==> src/rtl/fetch_stage.sv <==
// Y86-64 fetch stage: PC select, imem request, instruction split, valP/predicted-PC. Optional iaddq via FETCH_IADDQ_EN.
// Zero-cycle latency from imem ack to f_* bus; stall discards the fetched bytes and holds PC.
module fetch_stage #(
    parameter logic [63:0] PC_RESET = 64'h0
) (
    input  logic        clk_i,
    input  logic        rst_i,
    input  logic        stall_i,
    input  logic [3:0]  M_icode_i,
    input  logic        M_Cnd_i,
    input  logic [63:0] M_valA_i,
    input  logic [3:0]  W_icode_i,
    input  logic [63:0] W_valM_i,
    output logic        imem_req_o,
    output logic [63:0] imem_addr_o,
    input  logic        imem_ack_i,
    input  logic [79:0] imem_data_i,
    input  logic        imem_err_i,
    output logic [3:0]  f_icode_o,
    output logic [3:0]  f_ifun_o,
    output logic [3:0]  f_rA_o,
    output logic [3:0]  f_rB_o,
    output logic [63:0] f_valC_o,
    output logic [63:0] f_valP_o,
    output logic [3:0]  f_stat_o
);

    localparam logic [3:0] STAT_BUB = 4'd0;
    localparam logic [3:0] STAT_AOK = 4'd1;
    localparam logic [3:0] STAT_HLT = 4'd2;
    localparam logic [3:0] STAT_ADR = 4'd3;
    localparam logic [3:0] STAT_INS = 4'd4;

    localparam logic [3:0] I_NOP  = 4'h1;
    localparam logic [3:0] I_JXX  = 4'h7;
    localparam logic [3:0] I_CALL = 4'h8;
    localparam logic [3:0] I_RET  = 4'h9;
    localparam logic [3:0] R_NONE = 4'hF;

    typedef enum logic {RUN = 1'b0, STOP = 1'b1} state_t;

    state_t      state_q, state_d;
    logic [63:0] pred_pc_q;

    logic        mispredict, ret_seen, redirect;
    logic [63:0] f_pc;
    logic        accept;
    logic [3:0]  raw_icode, raw_ifun;
    logic        need_regids, need_valc, instr_valid;
    logic [63:0] dec_valc, dec_valp;

    assign mispredict  = (M_icode_i == I_JXX) && !M_Cnd_i;
    assign ret_seen    = (W_icode_i == I_RET);
    assign redirect    = mispredict || ret_seen;
    assign f_pc        = mispredict ? M_valA_i : (ret_seen ? W_valM_i : pred_pc_q);
    assign imem_addr_o = f_pc;
    assign accept      = imem_req_o && imem_ack_i && !stall_i;

    assign raw_icode = imem_data_i[7:4];
    assign raw_ifun  = imem_data_i[3:0];

    always_comb begin
        need_regids = 1'b0;
        need_valc   = 1'b0;
        instr_valid = 1'b0;
        case (raw_icode)
            4'h0, 4'h1, 4'h9: instr_valid = (raw_ifun == 4'd0);
            4'h2:             begin need_regids = 1'b1; instr_valid = (raw_ifun <= 4'd6); end
            4'h3, 4'h4, 4'h5: begin need_regids = 1'b1; need_valc = 1'b1; instr_valid = (raw_ifun == 4'd0); end
            4'h6:             begin need_regids = 1'b1; instr_valid = (raw_ifun <= 4'd3); end
            4'h7:             begin need_valc = 1'b1; instr_valid = (raw_ifun <= 4'd6); end
            4'h8:             begin need_valc = 1'b1; instr_valid = (raw_ifun == 4'd0); end
            4'hA, 4'hB:       begin need_regids = 1'b1; instr_valid = (raw_ifun == 4'd0); end
`ifdef FETCH_IADDQ_EN
            4'hC:             begin need_regids = 1'b1; need_valc = 1'b1; instr_valid = (raw_ifun == 4'd0); end
`else
            4'hC:             instr_valid = 1'b0;
`endif
            default:          instr_valid = 1'b0;
        endcase
    end

    // Immediate sits after the register byte when one is present.
    assign dec_valc = !need_valc  ? 64'd0 :
                      need_regids ? imem_data_i[79:16] : imem_data_i[71:8];
    assign dec_valp = f_pc + 64'd1 + {63'd0, need_regids} + (need_valc ? 64'd8 : 64'd0);

    always_comb begin
        f_icode_o = I_NOP;
        f_ifun_o  = 4'd0;
        f_rA_o    = R_NONE;
        f_rB_o    = R_NONE;
        f_valC_o  = 64'd0;
        f_valP_o  = 64'd0;
        f_stat_o  = STAT_BUB;
        if (accept) begin
            if (imem_err_i) begin
                f_stat_o = STAT_ADR;
            end else begin
                f_icode_o = raw_icode;
                f_ifun_o  = raw_ifun;
                f_rA_o    = need_regids ? imem_data_i[15:12] : R_NONE;
                f_rB_o    = need_regids ? imem_data_i[11:8]  : R_NONE;
                f_valC_o  = dec_valc;
                f_valP_o  = dec_valp;
                if (!instr_valid)
                    f_stat_o = STAT_INS;
                else if (raw_icode == 4'h0)
                    f_stat_o = STAT_HLT;
                else
                    f_stat_o = STAT_AOK;
            end
        end
    end

    always_ff @(posedge clk_i or posedge rst_i) begin
        if (rst_i)
            state_q <= RUN;
        else
            state_q <= state_d;
    end

    always_comb begin
        state_d = state_q;
        case (state_q)
            RUN:     if (accept && (f_stat_o != STAT_AOK)) state_d = STOP;
            STOP:    if (redirect) state_d = RUN;
            default: state_d = RUN;
        endcase
    end

    always_comb begin
        imem_req_o = (state_q == RUN) && !rst_i;
    end

    // A redirect that arrives without an accepted fetch is parked here so it is never lost.
    always_ff @(posedge clk_i or posedge rst_i) begin
        if (rst_i)
            pred_pc_q <= PC_RESET;
        else if (accept)
            pred_pc_q <= ((f_icode_o == I_JXX) || (f_icode_o == I_CALL)) ? f_valC_o : f_valP_o;
        else if (redirect)
            pred_pc_q <= f_pc;
    end

endmodule

==> config.mk <==
export PLATFORM = sky130hd
export DESIGN_NAME = fetch_stage
export DESIGN_NICKNAME = d
export VERILOG_FILES = /design/src/rtl/fetch_stage.sv
export SDC_FILE = /design/constraint.sdc
export NUM_CORES = 1
export LEC_CHECK = 0
export BUFFER_PORTS_ARGS = -buffer_cell sky130_fd_sc_hd__buf_2
export CAP_MARGIN = 20
export CORE_AREA = 4 4 166 168
export DETAILED_ROUTE_END_ITERATION = 16
export DIE_AREA = 0 0 170 172
export MAX_ROUTING_LAYER = met4
export PLACE_DENSITY = 0.59
export SLEW_MARGIN = 30
export SYNTH_ARGS = -nofsm -noshare
export SYNTH_HDL_FRONTEND = slang
export SYNTH_SLANG_ARGS = --single-unit
==> constraint.sdc <==
create_clock -name clk_i -period 6.36 [get_ports clk_i]
set_input_delay 0.318 -clock clk_i [delete_from_list [all_inputs] [get_ports clk_i]]
set_output_delay 0.318 -clock clk_i [all_outputs]
set_load 0.01 [all_outputs]
After elaboration in Yosys (flattened, before gate mapping)
Index checks and enable logic that the tools add are counted.

Add/subtract/negate cells: 3. Order comparisons: 2. Eq/ne operators: 16. Muxes and demuxes: 32. Bitwise operators: 1. Reductions and logical operators: 17.

Operators by type and width (number): 2-to-1 mux 64 bit (11); adder 64 x 1 -> 64 bit (1); adder 64 x 1 -> 64 bit, second input constant (1); adder 64 x 4 -> 64 bit (1); 2-to-1 mux 4 bit (11); == test 4 x 3 -> 1 bit, second input constant (6); == test 4 bit, second input constant (6); 2-to-1 mux 3 bit (3); OR reduction 9 bit (1); == test 4 x 2 -> 1 bit, second input constant (2); zero test 4 bit (2); OR reduction 7 bit (1); logical AND 1 bit (5); OR reduction 5 bit (1); == test 4 x 1 -> 1 bit, second input constant (1); less-or-equal comparator 4 x 2 -> 1 bit, second input constant (1); less-or-equal comparator 4 x 3 -> 1 bit, second input constant (1); 2-to-1 mux 1 bit (4); != test 4 x 1 -> 1 bit, second input constant (1); zero test 1 bit (3); case mux 1 bit (3 select lines) (1); logical OR 1 bit (2); 2-to-1 mux 2 bit (1); case mux 1 bit (2 select lines) (1); 3 further kinds (3).

Register bits: 65. Input bits: 222. Logic and storage cells: 73.

Logic depth before layout (Yosys ltp)
Gate-level depths: netlist (run 1).

Depth after elaboration: 10. Mapped depth: 23. Depth with buffers taken out: 15.

Worst setup path after synthesis (run 1)
No wires, ideal clock.

Path kind: input port to output port. Start: in W_icode_i[2]. End: out f_valP_o[28]. Arrival: 4282 ps. Slack: 1760 ps. Cell stages on the path: 21. Cell sequence: and4bb_1 buf_6 buf_6 buf_2 buf_2 buf_2 clkbuf_1 nand2_1 a21oi_1 a21oi_1 ha_1 inv_1 ha_1 and3_1 a31o_2 a41o_1 nand3_2 or4_1 buf_4 or3_1 a21oi_1.

Longest elaborated chain between the ends: 8.

Ends and longest elaborated chain: start, declared (RTL line 12) `input logic [3:0] W_icode_i,`; == test 4 bit (RTL line 53) `assign ret_seen = (W_icode_i == I_RET);`; 2-to-1 mux 64 bit (2 in series) (RTL line 55) `assign f_pc = mispredict ? M_valA_i : (ret_seen ? W_valM_i : pred_pc_q);`; adder 64 x 1 -> 64 bit (2 in series) (RTL line 86) `assign dec_valp = f_pc + 64'd1 + {63'd0, need_regids} + (need_valc ? 64'd8 : 64'd0);`; adder 64 x 4 -> 64 bit (RTL line 86); 2-to-1 mux 64 bit (RTL line 97) `if (imem_err_i) begin`; 2-to-1 mux 64 bit (RTL line 96) `if (accept) begin`; end, declared (RTL line 24) `output logic [63:0] f_valP_o,`.

Every way passes these cells.

Worst setup path after layout (run 1)
Start: in M_icode_i[1]. End: out f_valP_o[36].

Longest elaborated chain between the ends: 8.

Ends and longest elaborated chain: start, declared (RTL line 9) `input logic [3:0] M_icode_i,`; == test 4 x 3 -> 1 bit (RTL line 52) `assign mispredict = (M_icode_i == I_JXX) && !M_Cnd_i;`; logical AND 1 bit (RTL line 52); 2-to-1 mux 64 bit (RTL line 55); adder 64 x 1 -> 64 bit (2 in series) (RTL line 86); adder 64 x 4 -> 64 bit (RTL line 86); 2-to-1 mux 64 bit (RTL line 97); 2-to-1 mux 64 bit (RTL line 96).

Every way passes these cells.

==> results of run 1 <==
-- where the power goes --
group / leakage [nW] / switching (mW) / internal [mW]
combinational: 4.67 / 0.924 / 0.544
clock: 0.172 / 0.221 / 0.392
sequential: 0.730 / 0.0711 / 0.521
-- kinds of logic after synthesis --
kind of cell / after synthesis / share of synthesized area, %
AO/OA/AOI/OAI: 342 / 25.1
XOR/XNOR: 46 / 4.38
adder cells (fa/ha/maj): 4 / 0.545
buffers and inverters: 147 / 7.47
flip-flops: 65 / 17.7
multiplexers: 60 / 6.94
other: 1 / 0.0408
AND/OR/NAND/NOR: 726 / 37.8
-- critical path, delay by kind of cell --
kind	cells	cell delay, ns
AOI/OAI and AO/OA	3	0.65
and+or+nand+nor	7	2.63
xor gates and xnor gates	1	0.19
adders and majority gates	1	0.44
buffers and inverters	3	0.46
-- metrics by stage --
step	cells	utilization, %
floorplan	1391	-
global placement	2069	44.1
detailed placement	2069	44.1
CTS	2085	45.5
global route	2089	45.5
finish	2089	45.5
-- registers in the layout, summed over array words and instances, names as in the netlist --
signal	count
state_q	1
pred_pc_q	64
-- placed cells by master, fill, tap and decap left out, types with 19 or more instances in the layout --
master	n
a21oi_1	121
a22oi_1	19
a31oi_1	39
and2_1	19
buf_2	433
buf_4	19
dfrtp_1	65
inv_1	29
mux2i_1	45
nand2_1	318
nand3_1	52
nand4_1	20
nor2_1	132
nor3_1	66
nor4_1	19
o21ai_0	29
xnor2_1	38
-- worst paths after layout --
check | from | endpoint | cells after the start | slack, ns
worst max-delay path | M_icode_i[1] | f_valP_o[36] | 15 | 1.33
worst min-delay path | rst_i | pred_pc_q[62]$_DFFE_PP0P_ | 2 | 0.03
worst max register to register | pred_pc_q[0]$_DFFE_PP0P_ | pred_pc_q[36]$_DFFE_PP0P_ | 14 | 2.56
worst min register to register | state_q$_DFF_PP0_ | state_q$_DFF_PP0_ | 2 | 0.62
max in group asynchronous | rst_i | pred_pc_q[24]$_DFFE_PP0P_ | 3 | 5.23
min in group clk_i | M_valA_i[63] | pred_pc_q[63]$_DFFE_PP0P_ | 3 | 0.37
-- cell type report --
type                    instances  area [µm²]
diodes                          4        10.0
clock buffers                  10         239
clock inverters                 6         105
fillers                      2830       14100
inverters                      37         139
multi-input cells            1179        6920
flip-flops and latches         65        1630
well taps                     335         419
repair buffers                453        2330
-- per-layer routing --
layer / wire length (µm) / share of wire, %
met1: 21900 / 41
met4: 1650 / 3.1
met3: 5870 / 11
met5: 0 / 0
met2: 24200 / 45
==> run summary, run 1 <==
STATUS
--------------------------------------------------------------------------------------
Result of the run                                                         complete, no violations

CRITICAL PATH
--------------------------------------------------------------------------------------
Worst setup EP type                                                         output pin
Most Frequent Cell on Critical Path                                              buf_2
Library cell contributing the largest single delay on the critical path          or4_1
Element type at the critical path start                                      input pin
Worst-path maximum fanout                                                           51
Critical Setup Path Class                                                    in -> out
Endpoint required time on the critical path                                    6.04 ns
Worst path max stage delay                                                     0.87 ns
Arr. time, crit path                                                           4.71 ns
Critical-path cell list                                                   buf_2 -> and4b_1 -> buf_4 -> nand2_4 -> a31oi_1 -> ha_1 -> and3_1 -> a31o_2 -> a41o_1 -> nand3_2 -> or4_1 -> nor3_1 -> xnor2_1 -> nor2_1 -> buf_2

GLOBAL ROUTE
--------------------------------------------------------------------------------------
Antenna violations before repair                                                     6
Met3 Resource Use GR                                                             5.65%
Overflow after GRT                                                                   0
Number of global-route vias before repair                                        11900
First-pass GRT wire length                                                     76.8 mm
GRT Overall Usage                                                                35.7%
Maximum number of pins on one net before global-route repair                        68
Highest-utilization routing layer at the global route stage                       met2
GRT met2 Usage                                                                   55.6%
GR Layer Usage met1                                                              47.9%

CLOCKING
--------------------------------------------------------------------------------------
Clock sink count                                                                    65
Cts repair resizes                                                                   0
H-tree Lvls                                                                          3
Number of CTS-inserted buffers                                                       9
TritonCTS clock tree                                                              done
Hold-fix buffers, CTS                                                                0
Clock slew at reported path FFs                                                0.06 ns
Worst-case clock buffer depth                                                        2
Latest clock arrival within the worst-skew pair                                0.35 ns
Post-CTS setup-driven buffer insertion count                                         0
Buffer cell driving the clock tree root                                      clkbuf_16

ROUTING
--------------------------------------------------------------------------------------
First-iteration detailed-routing DRC count                                        1513
Post-detailed-routing wire length                                              53.7 mm
Average wire per standard cell                                                 25.7 µm
DRT Pass-1 Iters                                                                     8
Residual DRC count                                                                   0
Number of nets with antenna violations after routing                                 0
Vias/cell                                                                         6.12
Via count                                                                        12800

PWR
--------------------------------------------------------------------------------------
Leak                                                                           5.57 nW
Post-layout total power                                                        2.67 mW
Peak ir drop on the vdd network                                                99.3 µV
Total power per unit cell area                                              227 nW/µm²

YOSYS
--------------------------------------------------------------------------------------
Number of synthesized flops with an enable pin                                       0
Top FF cell, synth                                                             dfrtp_1
Synth async-reset ratio                                                           100%
Flip-flop and latch count after synthesis                                           65
Cell with the most instances after synthesis                                   nand2_1
Most instantiated cells after synthesis                                   nand2_1 (319), nor2_1 (133), a21oi_1 (121)
Syn Inst Count                                                                    1391
Post-synth top area share                                                        17.7%
Sequential cell area fraction in the yosys report                                17.7%
Number of warning messages in the yosys log                                          0
Largest area contributor in the netlist                                        dfrtp_1
Synth top area cells                                                      dfrtp_1 (18%), nand2_1 (13%), a21oi_1 (6.6%)
Per-instance average area after synthesis                                     6.61 µm²
Number of unique standard cell types used by synthesis                              91
Mapped cell area                                                              9190 µm²
Post-synth net total                                                              1617

PLACE
--------------------------------------------------------------------------------------
Placed standard-cell area                                                    11400 µm²
DP Worst Slack                                                                 1.45 ns
Placer Congestion                                                                 1.06
Dpl hpwl                                                                       41.7 mm
I/O Buffers                                                                        433

DIE
--------------------------------------------------------------------------------------
Horizontal extent of the die                                                    170 µm
Effective utilization at floorplan                                               35.5%
Area of the placeable core                                                   25900 µm²
Total I/O pin count                                                                435
Number of standard-cell rows in the floorplan                                       59
Die height                                                                      172 µm
Floorplan die area                                                           29200 µm²

FINAL LAYOUT
--------------------------------------------------------------------------------------
Share of post-route cells with drive strength above 1                            31.4%
Area of all placed cells without fillers                                     11800 µm²
P&R area growth vs syn                                                           28.3%
NumNets Final                                                                     1971

TIMING
--------------------------------------------------------------------------------------
Worst-case setup margin in the final layout                                    1.33 ns
Peak clock frequency supported by timing                                       199 MHz
Period utilization                                                               79.1%
Count of endpoints failing hold in the final timing report                           0
Min cycle time layout                                                          5.03 ns
Final number of setup-violating endpoints                                            0
Setup tns final                                                                   0 ns
Relative slew margins                                                            41.0%
Worst hold margin                                                            0.0274 ns
Number of max-slew violations in the final report                                    0
Worst Tran Pin Value                                                          0.877 ns
Setup repair after global routing missed its margin                              false
Max Clock Skew                                                              0.00781 ns

HOLD PATH
--------------------------------------------------------------------------------------
Worst hold-check path type                                                 in -> async

JOB
--------------------------------------------------------------------------------------
Max-Cap Viols                                                                        0

Note: power is estimated with default switching activity, not from simulation.
==> inputs of run 2 (changes only) <==
- ABC_AREA: default -> 1
- CORE_AREA: 4 4 166 168 -> 4 4 168 170
- DIE_AREA: 0 0 170 172 -> 0 0 172 174
- PLACE_DENSITY: 0.59 -> 0.64
- clock period: 6.36 -> 4.6 ns (I/O delays scaled with it)
==> run 2 against run 1 <==
Critical path type unchanged. Clock-buffer cell count is the same. Via count grew 15%. Clock skew grew 0.0032 ns.
==> run summary, run 2 <==
FINAL LAYOUT
--------------------------------------------------------------------------------------
Regs by FF count                                                          pred_pc_q x64, state_q x1   unchanged
Number of non-filler instances in the completed layout                            2553   was 2089
NumNets Final                                                                     2429   was 1971
Share of post-route cells with drive strength above 1                            27.0%   was 31.4%
Count of fill cells added during filler insertion                                 2948   was 2830
Flip-flop count of the largest register, all copies and words added                 64   unchanged
Leading cell types in the layout, fill and taps excluded                  nand2_1 (554), buf_2 (433), nor2_1 (288)   was buf_2 (433), nand2_1 (318), nor2_1 (132)
Most common cell after layout, fill and taps aside                             nand2_1   was buf_2
Largest reg by FF count                                                      pred_pc_q   unchanged
P&R area growth vs syn                                                           26.3%   was 28.3%

PLACE
--------------------------------------------------------------------------------------
DP Worst Slack                                                                 1.09 ns   was 1.45 ns
I/O Buffers                                                                        433   unchanged
Placer Congestion                                                                 1.07   was 1.06
Dpl hpwl                                                                       49.5 mm   was 41.7 mm
Count of placed standard cells including taps                                     2533   was 2069

TIMING
--------------------------------------------------------------------------------------
Worst Tran Pin Value                                                           1.04 ns   was 0.877 ns
Peak clock frequency supported by timing                                       270 MHz
Count of endpoints failing hold in the final timing report                           0   unchanged
Worst-case setup margin in the final layout                                   0.897 ns   was 1.33 ns
Relative slew margins                                                            30.5%   was 41.0%
Setup repair after global routing missed its margin                              false   unchanged
Worst hold margin                                                            0.0675 ns   was 0.0274 ns
Period utilization                                                               80.5%
Setup tns final                                                                   0 ns   unchanged
Number of max-slew violations in the final report                                    0   unchanged
Final number of setup-violating endpoints                                            0   unchanged
Min cycle time layout                                                          3.70 ns
Max Clock Skew                                                               0.0110 ns   was 0.00781 ns

GLOBAL ROUTE
--------------------------------------------------------------------------------------
Antenna violations before repair                                                     6   unchanged
Overflow after GRT                                                                   0   unchanged
Maximum number of pins on one net before global-route repair                        92   was 68
First-pass GRT wire length                                                     87.1 mm   was 76.8 mm
Number of global-route vias before repair                                        13400   was 11900
GRT Overall Usage                                                                40.2%   was 35.7%

YOSYS
--------------------------------------------------------------------------------------
Per-instance average area after synthesis                                     5.39 µm²   was 6.61 µm²
Sequential cell area fraction in the yosys report                                16.4%   was 17.7%
Most instantiated cells after synthesis                                   nand2_1 (556), nor2_1 (289), nand3_1 (247)   was nand2_1 (319), nor2_1 (133), a21oi_1 (121)
Post-synth top area share                                                        21.0%   was 17.7%
Synth async-reset ratio                                                           100%   unchanged
Flip-flop and latch count after synthesis                                           65   unchanged
Synth top area cells                                                      nand2_1 (21%), dfrtp_1 (16%), nand3_1 (12%)   was dfrtp_1 (18%), nand2_1 (13%), a21oi_1 (6.6%)
Number of synthesized flops with an enable pin                                       0   unchanged
Top FF cell, synth                                                             dfrtp_1   unchanged
Post-synth net total                                                              2067   was 1617
Mapped cell area                                                              9920 µm²   was 9190 µm²
Number of unique standard cell types used by synthesis                              41   was 91
Cell with the most instances after synthesis                                   nand2_1   unchanged
Number of warning messages in the yosys log                                          0   unchanged
Largest area contributor in the netlist                                        nand2_1   was dfrtp_1
Syn Inst Count                                                                    1841   was 1391

CLOCKING
--------------------------------------------------------------------------------------
Latest clock arrival within the worst-skew pair                                0.36 ns   was 0.35 ns
H-tree Lvls                                                                          3   unchanged
Buffer cell driving the clock tree root                                      clkbuf_16   unchanged
Clock sink count                                                                    65   unchanged
Clock slew at reported path FFs                                                0.06 ns   about the same
Hold-fix buffers, CTS                                                                0   unchanged
Post-CTS setup-driven buffer insertion count                                         0   unchanged
Cts repair resizes                                                                   0   unchanged
Worst-case clock buffer depth                                                        2   unchanged
Number of CTS-inserted buffers                                                       9   unchanged
TritonCTS clock tree                                                              done   unchanged

CRITICAL PATH
--------------------------------------------------------------------------------------
Top delay family on crit path                                             simple AND/OR/NAND/NOR gates   unchanged
Worst path max stage delay                                                     0.52 ns   was 0.87 ns
Worst-path maximum fanout                                                           49   was 51
Critical Setup Path Class                                                    in -> out   unchanged
Element type at the critical path start                                      input pin   unchanged
Library cell contributing the largest single delay on the critical path          buf_4   was or4_1
Critical-path cell list                                                   buf_2 -> nor2_4 -> buf_4 -> buf_4 -> nand3_1 -> nand3_1 -> nand2_1 -> nor2_1 -> nand2_1 -> nor2_1 -> nand2_1 -> nor2_1 -> nand2_1 -> nand2_1 -> and3_1 -> buf_2   was buf_2 -> and4b_1 -> buf_4 -> nand2_4 -> a31oi_1 -> ha_1 -> and3_1 -> a31o_2 -> a41o_1 -> nand3_2 -> or4_1 -> nor3_1 -> xnor2_1 -> nor2_1 -> buf_2
Arr. time, crit path                                                           3.47 ns   was 4.71 ns
Endpoint required time on the critical path                                    4.37 ns   was 6.04 ns
Most Frequent Cell on Critical Path                                            nand2_1   was buf_2
Worst setup EP type                                                         output pin   unchanged
Number of buffer and inverter stages on the critical path                            4   was 3

PWR
--------------------------------------------------------------------------------------
Total power per unit cell area                                              308 nW/µm²   was 227 nW/µm²
Leak                                                                           6.82 nW   was 5.57 nW
Peak ir drop on the vdd network                                                 162 µV   was 99.3 µV
Post-layout total power                                                        3.86 mW   was 2.67 mW

ROUTING
--------------------------------------------------------------------------------------
Residual DRC count                                                                   0   unchanged
Average wire per standard cell                                                 24.0 µm   was 25.7 µm
Post-detailed-routing wire length                                              61.2 mm   was 53.7 mm
First-iteration detailed-routing DRC count                                        1816   was 1513
Vias/cell                                                                         5.75   was 6.12
DRT Pass-1 Iters                                                                     6   was 8
Number of nets with antenna violations after routing                                 0   unchanged
Via count                                                                        14700   was 12800

DIE
--------------------------------------------------------------------------------------
Horizontal extent of the die                                                    172 µm   was 170 µm
Die height                                                                      174 µm   was 172 µm
Effective utilization at floorplan                                               37.1%   was 35.5%
Number of standard-cell rows in the floorplan                                       60   was 59
Floorplan die area                                                           29900 µm²   was 29200 µm²
Area of the placeable core                                                   26700 µm²   was 25900 µm²
Total I/O pin count                                                                435   unchanged

HOLD PATH
--------------------------------------------------------------------------------------
Worst hold-check path type                                                 in -> async   unchanged

STATUS
--------------------------------------------------------------------------------------
Result of the run                                                         complete, no violations   unchanged

JOB
--------------------------------------------------------------------------------------
Max-Cap Viols                                                                        0   unchanged

==> run 2: kinds of logic (layout without fill, tap and decap cells) <==
group           Yosys count  count (layout)  share of synthesized area [%]
other cells               1               7                         0.0378
fa+ha+maj                 4               4                          0.505
buf+inv                 268             633                           11.6
compound gates          166             166                           9.25
flops                    65              65                           16.4
simple gates           1330            1330                           61.5
xor+xnor                  7               7                          0.694
==> run 2: layer usage <==
layer  GRT usage (%)  share of wire, %  up-vias
met5               -                 0        -
met2            60.1                44      971
met4            11.2               2.9        0
met3            6.41                10      108
li1                -                 -     6667
met1            56.1                43     6923
==> run 2: metrics by stage <==
step,utilization (%),area (µm²)
3_3_place_gp,45.6,12200
5_1_grt,46.9,12500
2_1_floorplan,-,9920
6_report,46.9,12500
3_5_place_dp,45.7,12200
4_1_cts,46.8,12500
==> run 2: worst paths after layout <==
path                       cells after the start              start  slack [ns]                         to
setup / recovery                              16       W_icode_i[1]        0.90               f_valP_o[63]
hold / removal                                 2              rst_i        0.07          state_q$_DFF_PP0_
setup reg to reg                              10  state_q$_DFF_PP0_        1.28  pred_pc_q[28]$_DFFE_PP0P_
hold reg to reg                                2  state_q$_DFF_PP0_        0.64          state_q$_DFF_PP0_
max in group asynchronous                      3              rst_i        3.42  pred_pc_q[39]$_DFFE_PP0P_
min in group clk_i                             3         imem_err_i        0.21          state_q$_DFF_PP0_
==> run 2: layout make-up <==
type                            count  area [µm²]  share of cell area [%]
Tap cell                          341         427                    3.41
Clock inverter                      4        45.0                   0.360
Timing Repair Buffer              456        2400                    19.1
Clock buffer                       10         239                    1.91
Antenna cell                        6        15.0                   0.120
Multi-Input combinational cell   1508        7160                    57.2
Sequential cell                    65        1630                    13.0
Inverter                          163         612                    4.89
==> run 2: where the power goes <==
| group | internal (mW) | total [mW] | switching (mW) |
|---|---|---|---|
| combinational | 0.636 | 2.27 | 1.63 |
| sequential | 0.749 | 0.859 | 0.110 |
| clock | 0.427 | 0.731 | 0.304 |
